$ cat src/rtl/midi_transmitter.sv
// MIDI note-message serializer: one note_change_t in, two or three bytes of 8N1 serial out.
// With running status the status byte is dropped when it repeats the previous message's.
package midi_pkg;
  typedef enum logic {NOTE_OFF = 1'b0, NOTE_ON = 1'b1} note_status_t;

  typedef struct packed {
    note_status_t status;
    logic [7:0]   note_number;
    logic [7:0]   velocity;
  } note_change_t;
endpackage

module midi_transmitter
  import midi_pkg::*;
#(
  parameter int         CLOCK_HZ       = 50_000_000,
  parameter int         BAUD           = 31_250,
  parameter logic [3:0] CHANNEL        = 4'd0,
  parameter int         RUNNING_STATUS = 1
) (
  input  logic         clock_50_000_000,
  input  logic         reset_l,
  input  note_change_t note,
  input  logic         note_valid,
  output logic         note_ready,
  output logic         tx,
  output logic         busy
);
  localparam int BIT_CYCLES = CLOCK_HZ / BAUD;
  localparam int CNT_W      = (BIT_CYCLES > 1) ? $clog2(BIT_CYCLES) : 1;
  localparam logic [CNT_W-1:0] BIT_LAST = CNT_W'(BIT_CYCLES - 1);

  typedef enum logic [1:0] {IDLE, START, DATA, STOP} state_t;

  state_t           state;
  state_t           state_next;
  logic [CNT_W-1:0] cycle_cnt;
  logic [2:0]       bit_idx;
  logic [1:0]       byte_idx;
  note_change_t     note_q;
  logic [7:0]       last_status;
  logic             last_status_valid;
  logic             armed;

  logic             accept;
  logic             bit_done;
  logic             skip_status;
  logic [7:0]       new_status;
  logic [7:0]       cur_byte;

  function automatic logic [7:0] status_byte(input note_status_t s);
    return {(s == NOTE_ON) ? 4'h9 : 4'h8, CHANNEL};
  endfunction

  assign accept      = note_valid && note_ready;
  assign bit_done    = (cycle_cnt == BIT_LAST);
  assign new_status  = status_byte(note.status);
  assign skip_status = (RUNNING_STATUS != 0) && last_status_valid && (last_status == new_status);

  // NOTE: sequential state uses non-blocking assignments so every flop samples pre-edge values.
  always_ff @(posedge clock_50_000_000) begin
    if (!reset_l) state <= IDLE;
    else          state <= state_next;
  end

  // NOTE: every signal written here gets a default first, so no path can infer a latch.
  always_comb begin
    state_next = state;
    case (state)
      IDLE:    if (accept) state_next = START;
      START:   if (bit_done) state_next = DATA;
      DATA:    if (bit_done && bit_idx == 3'd7) state_next = STOP;
      STOP:    if (bit_done) state_next = (byte_idx == 2'd2) ? IDLE : START;
      default: state_next = IDLE;
    endcase
  end

  always_comb begin
    tx         = 1'b1;
    busy       = 1'b1;
    note_ready = 1'b0;
    case (state)
      IDLE: begin
        busy       = 1'b0;
        note_ready = armed;
      end
      START:   tx = 1'b0;
      DATA:    tx = cur_byte[bit_idx];
      default: tx = 1'b1;
    endcase
  end

  // Byte index 0 is the status byte; a running-status message starts at index 1.
  always_comb begin
    cur_byte = 8'h00;
    case (byte_idx)
      2'd0:    cur_byte = status_byte(note_q.status);
      2'd1:    cur_byte = note_q.note_number & 8'h7F;
      default: cur_byte = note_q.velocity & 8'h7F;
    endcase
  end

  always_ff @(posedge clock_50_000_000) begin
    if (!reset_l) begin
      cycle_cnt         <= '0;
      bit_idx           <= '0;
      byte_idx          <= '0;
      last_status       <= '0;
      last_status_valid <= 1'b0;
      armed             <= 1'b0;
    end else begin
      armed <= 1'b1;
      if (state == IDLE) begin
        cycle_cnt <= '0;
        bit_idx   <= '0;
        if (accept) begin
          byte_idx          <= skip_status ? 2'd1 : 2'd0;
          last_status       <= new_status;
          last_status_valid <= 1'b1;
        end
      end else begin
        cycle_cnt <= bit_done ? '0 : cycle_cnt + 1'b1;
        if (bit_done && state == DATA) bit_idx <= bit_idx + 1'b1;
        if (bit_done && state == STOP) byte_idx <= byte_idx + 1'b1;
      end
    end
  end

  // NOTE: the message register needs no reset; it is only read after an accept has loaded it.
  always_ff @(posedge clock_50_000_000) begin
    if (accept) note_q <= note;
  end

endmodule
$ cat config.mk
export PLATFORM = sky130hd
export DESIGN_NAME = midi_transmitter
export DESIGN_NICKNAME = d
export VERILOG_FILES = /design/src/rtl/midi_transmitter.sv
export SDC_FILE = /design/constraint.sdc
export NUM_CORES = 1
export LEC_CHECK = 0
export CAP_MARGIN = 20
export CORE_MARGIN = 2
export CORE_UTILIZATION = 30
export DETAILED_ROUTE_END_ITERATION = 7
export SLEW_MARGIN = 25
export SYNTH_ARGS = -nofsm -noshare
export SYNTH_HDL_FRONTEND = slang
export SYNTH_SLANG_ARGS = --single-unit
$ cat constraint.sdc
create_clock -name clock_50_000_000 -period 4.4 [get_ports clock_50_000_000]
set_input_delay 1.32 -clock clock_50_000_000 [delete_from_list [all_inputs] [get_ports clock_50_000_000]]
set_output_delay 1.32 -clock clock_50_000_000 [all_outputs]
set_load 0.02 [all_outputs]
==> impl_metrics.yaml <==
status:
  status: "finished clean"
finish:
  finalInstanceArea_mm2: 0.00207
  mostFrequentLayoutCells: "dfxtp_1, clkdlybuf4s50_1, nor2_1, edfxtp_1, nand2_1"
  n_fill_cell: 523
  area_delta_synth_final_pct: 23.1
  nets: 211
  multi_input_area_um2: 753
  num_antenna_cells: 0
  instances_no_fill: 253
  drive_above_1_share: 0.0773
  seq_area_um2: 871
  mostFrequentLayoutCell: "dfxtp_1"
setup_path:
  crit_path_start_kind: "flop"
  cp.required_ps: 3080
  end_kind: "output pin"
  r2r_setup_slack_ps: 2400
  path_class: "flop to output pin"
  crit_fanout: 14
  crit_arrival_ps: 2570
floorplanning:
  dieWidth_um: 78.8
  die_y_um: 78.8
  die_area_mm2: 0.00621
  fp.coreArea_mm2: 0.00544
  ioPinCount: 23
  initial_core_util: 0.308
  fp-row-count: 27
synthesis:
  synth_fp_nets: 188
  synthFlopType: "dfxtp_1"
  async_flop_share: 0
  syn_inst: 157
  ys_ff_latch: 36
  yosysWarnings: 0
  synth-edff-count: 15
  yosysUniqueCellTypes: 42
  yosysSeqAreaShare: 0.519
  syn_area_mm2: 0.00168
  avgSynthCellArea_um2: 10.7
global_routing:
  grt_antenna_before_repair: 0
  track_usage: 0.106
  grt_max_degree: 19
  first_global_vias: 1223
  grt_pass1_wl_mm: 5.22
  overflow: 0
place:
  hpwl_mm: 2.22
  place_area_mm2: 0.00195
  post-place-cells: 245
  place_congestion: 0.703
  port-buffer-count: 20
clock_network:
  cts_buffer_depth: 2
  cts_resized: 0
  cts_hold_buf: 0
  numCtsBuffers: 5
  post-cts-setup-buffer-count: 0
  clkLatencyLatePin_ps: 280
  clk_pin_slew_worst_paths_ps: 80
  htreeDepth: 2
  tritoncts: "yes"
  cts_root_buf: "clkbuf_8"
  clock_sinks: 36
power:
  powerDensity_mw_per_mm2: 466
  peakVddDrop_v: 0.000227
  p_leak_nw: 0.728
job:
  cap_violations: 0
sta:
  fmax_mhz: 257
  fin_crit_sh: 0.885
  worstMarginPinSlew_ps: 632
  setup_viol: 0
  rsz0062_at_grt: "no"
  maxSlewHeadroom: 0.575
  hold_viol_final: 0
  tns_ps: 0
  period_minus_slack_ps: 3890
  finalClockSkew_ps: 10.3
  slew_violations: 0
routing:
  drt_iter0_markers: 56
  ant_nets: 0
  first_pass_iters: 4
  vias_per_cell: 4.68
  vias: 1184
  wl_per_cell_um: 11.9
  drc: 0
  wl_mm: 3.01
hold_path:
  min_path_type: "flop to flop"
through the flow:
step                      power [mW]  hold slack (ps)  utilization  worst slack, ps
final                          0.964              460        0.380              508
after global routing            1.02              479        0.380              373
after CTS                      0.977              468        0.379              113
after detailed placement       0.690              450        0.359              418
after global placement         0.689              449        0.359              451
after floorplan                0.596              426            -              876
final cells by class:
cell class,instances,area share
inverter,10,0.0182
sequential,36,0.422
clock buffer,5,0.0333
clock inverter,3,0.0206
tap,72,0.0436
timing repair buffer,20,0.0981
multi-input combinational,107,0.365
routing by layer:
layer | track usage | part of all wire | wire (um)
met5 | 0 | 0 | 0
met4 | 0.0333 | 0.0090 | 27
met2 | 0.185 | 0.47 | 1410
met3 | 0.0318 | 0.047 | 142
met1 | 0.125 | 0.47 | 1430
cell usage after synthesis, types with 2 or more instances:
| master | number | area share |
|---|---|---|
| a21boi_0 | 2 | 0.0089 |
| o21ai_0 | 3 | 0.0089 |
| dfxtp_1 | 21 | 0.25 |
| inv_1 | 10 | 0.022 |
| xnor2_1 | 5 | 0.026 |
| nor3b_1 | 5 | 0.022 |
| nand2_1 | 14 | 0.031 |
| nor3_1 | 2 | 0.0060 |
| ha_1 | 11 | 0.082 |
| edfxtp_1 | 15 | 0.27 |
| nand3_1 | 9 | 0.027 |
| a21oi_1 | 8 | 0.024 |
| xor2_1 | 5 | 0.026 |
| nand4_1 | 2 | 0.0075 |
| a21o_1 | 2 | 0.0089 |
| clkbuf_1 | 3 | 0.0067 |
| nor2_1 | 15 | 0.034 |
logic make-up (layout without fill, tap and decap cells):
kind of cell,after synthesis,in the layout,synth area share
fa+ha+maj,11,11,0.0820
simple gates,59,59,0.186
flops,36,36,0.519
buf+inv,14,38,0.0321
xor+xnor,10,10,0.0522
compound gates,25,25,0.109
mux,2,2,0.0194
power breakdown:
part | internal [mW] | switching [mW] | total (mW)
Clock | 0.168 | 0.120 | 0.288
Sequential | 0.386 | 0.0184 | 0.405
Combinational | 0.117 | 0.154 | 0.271
critical path: stages (launching register included):
cell	delay, ps
dfxtp_1	350
inv_1	80
ha_1	350
or3b_2	500
a31o_2	240
o2111a_1	220
a221oi_1	280
dlymetal6s2s_1	280
flip-flops by register name, indices dropped and copies added, names as in the netlist:
signal and count:
note_q 15, cycle_cnt 11, bit_idx 3, byte_idx 2
state 2, armed 1, last_status 1, last_status_valid 1
final timing paths:
kind | from | to | cells past startpoint
setup / recovery | byte_idx[1]$_SDFFE_PN0P_ | tx | 7
hold / removal | cycle_cnt[0]$_SDFF_PP0_ | cycle_cnt[0]$_SDFF_PP0_ | 1
setup reg to reg | state[1]$_SDFFE_PN0P_ | byte_idx[0]$_SDFFE_PN0P_ | 7
hold reg to reg | cycle_cnt[0]$_SDFF_PP0_ | cycle_cnt[0]$_SDFF_PP0_ | 1
No activity file was read; power rests on OpenSTA's default activity.
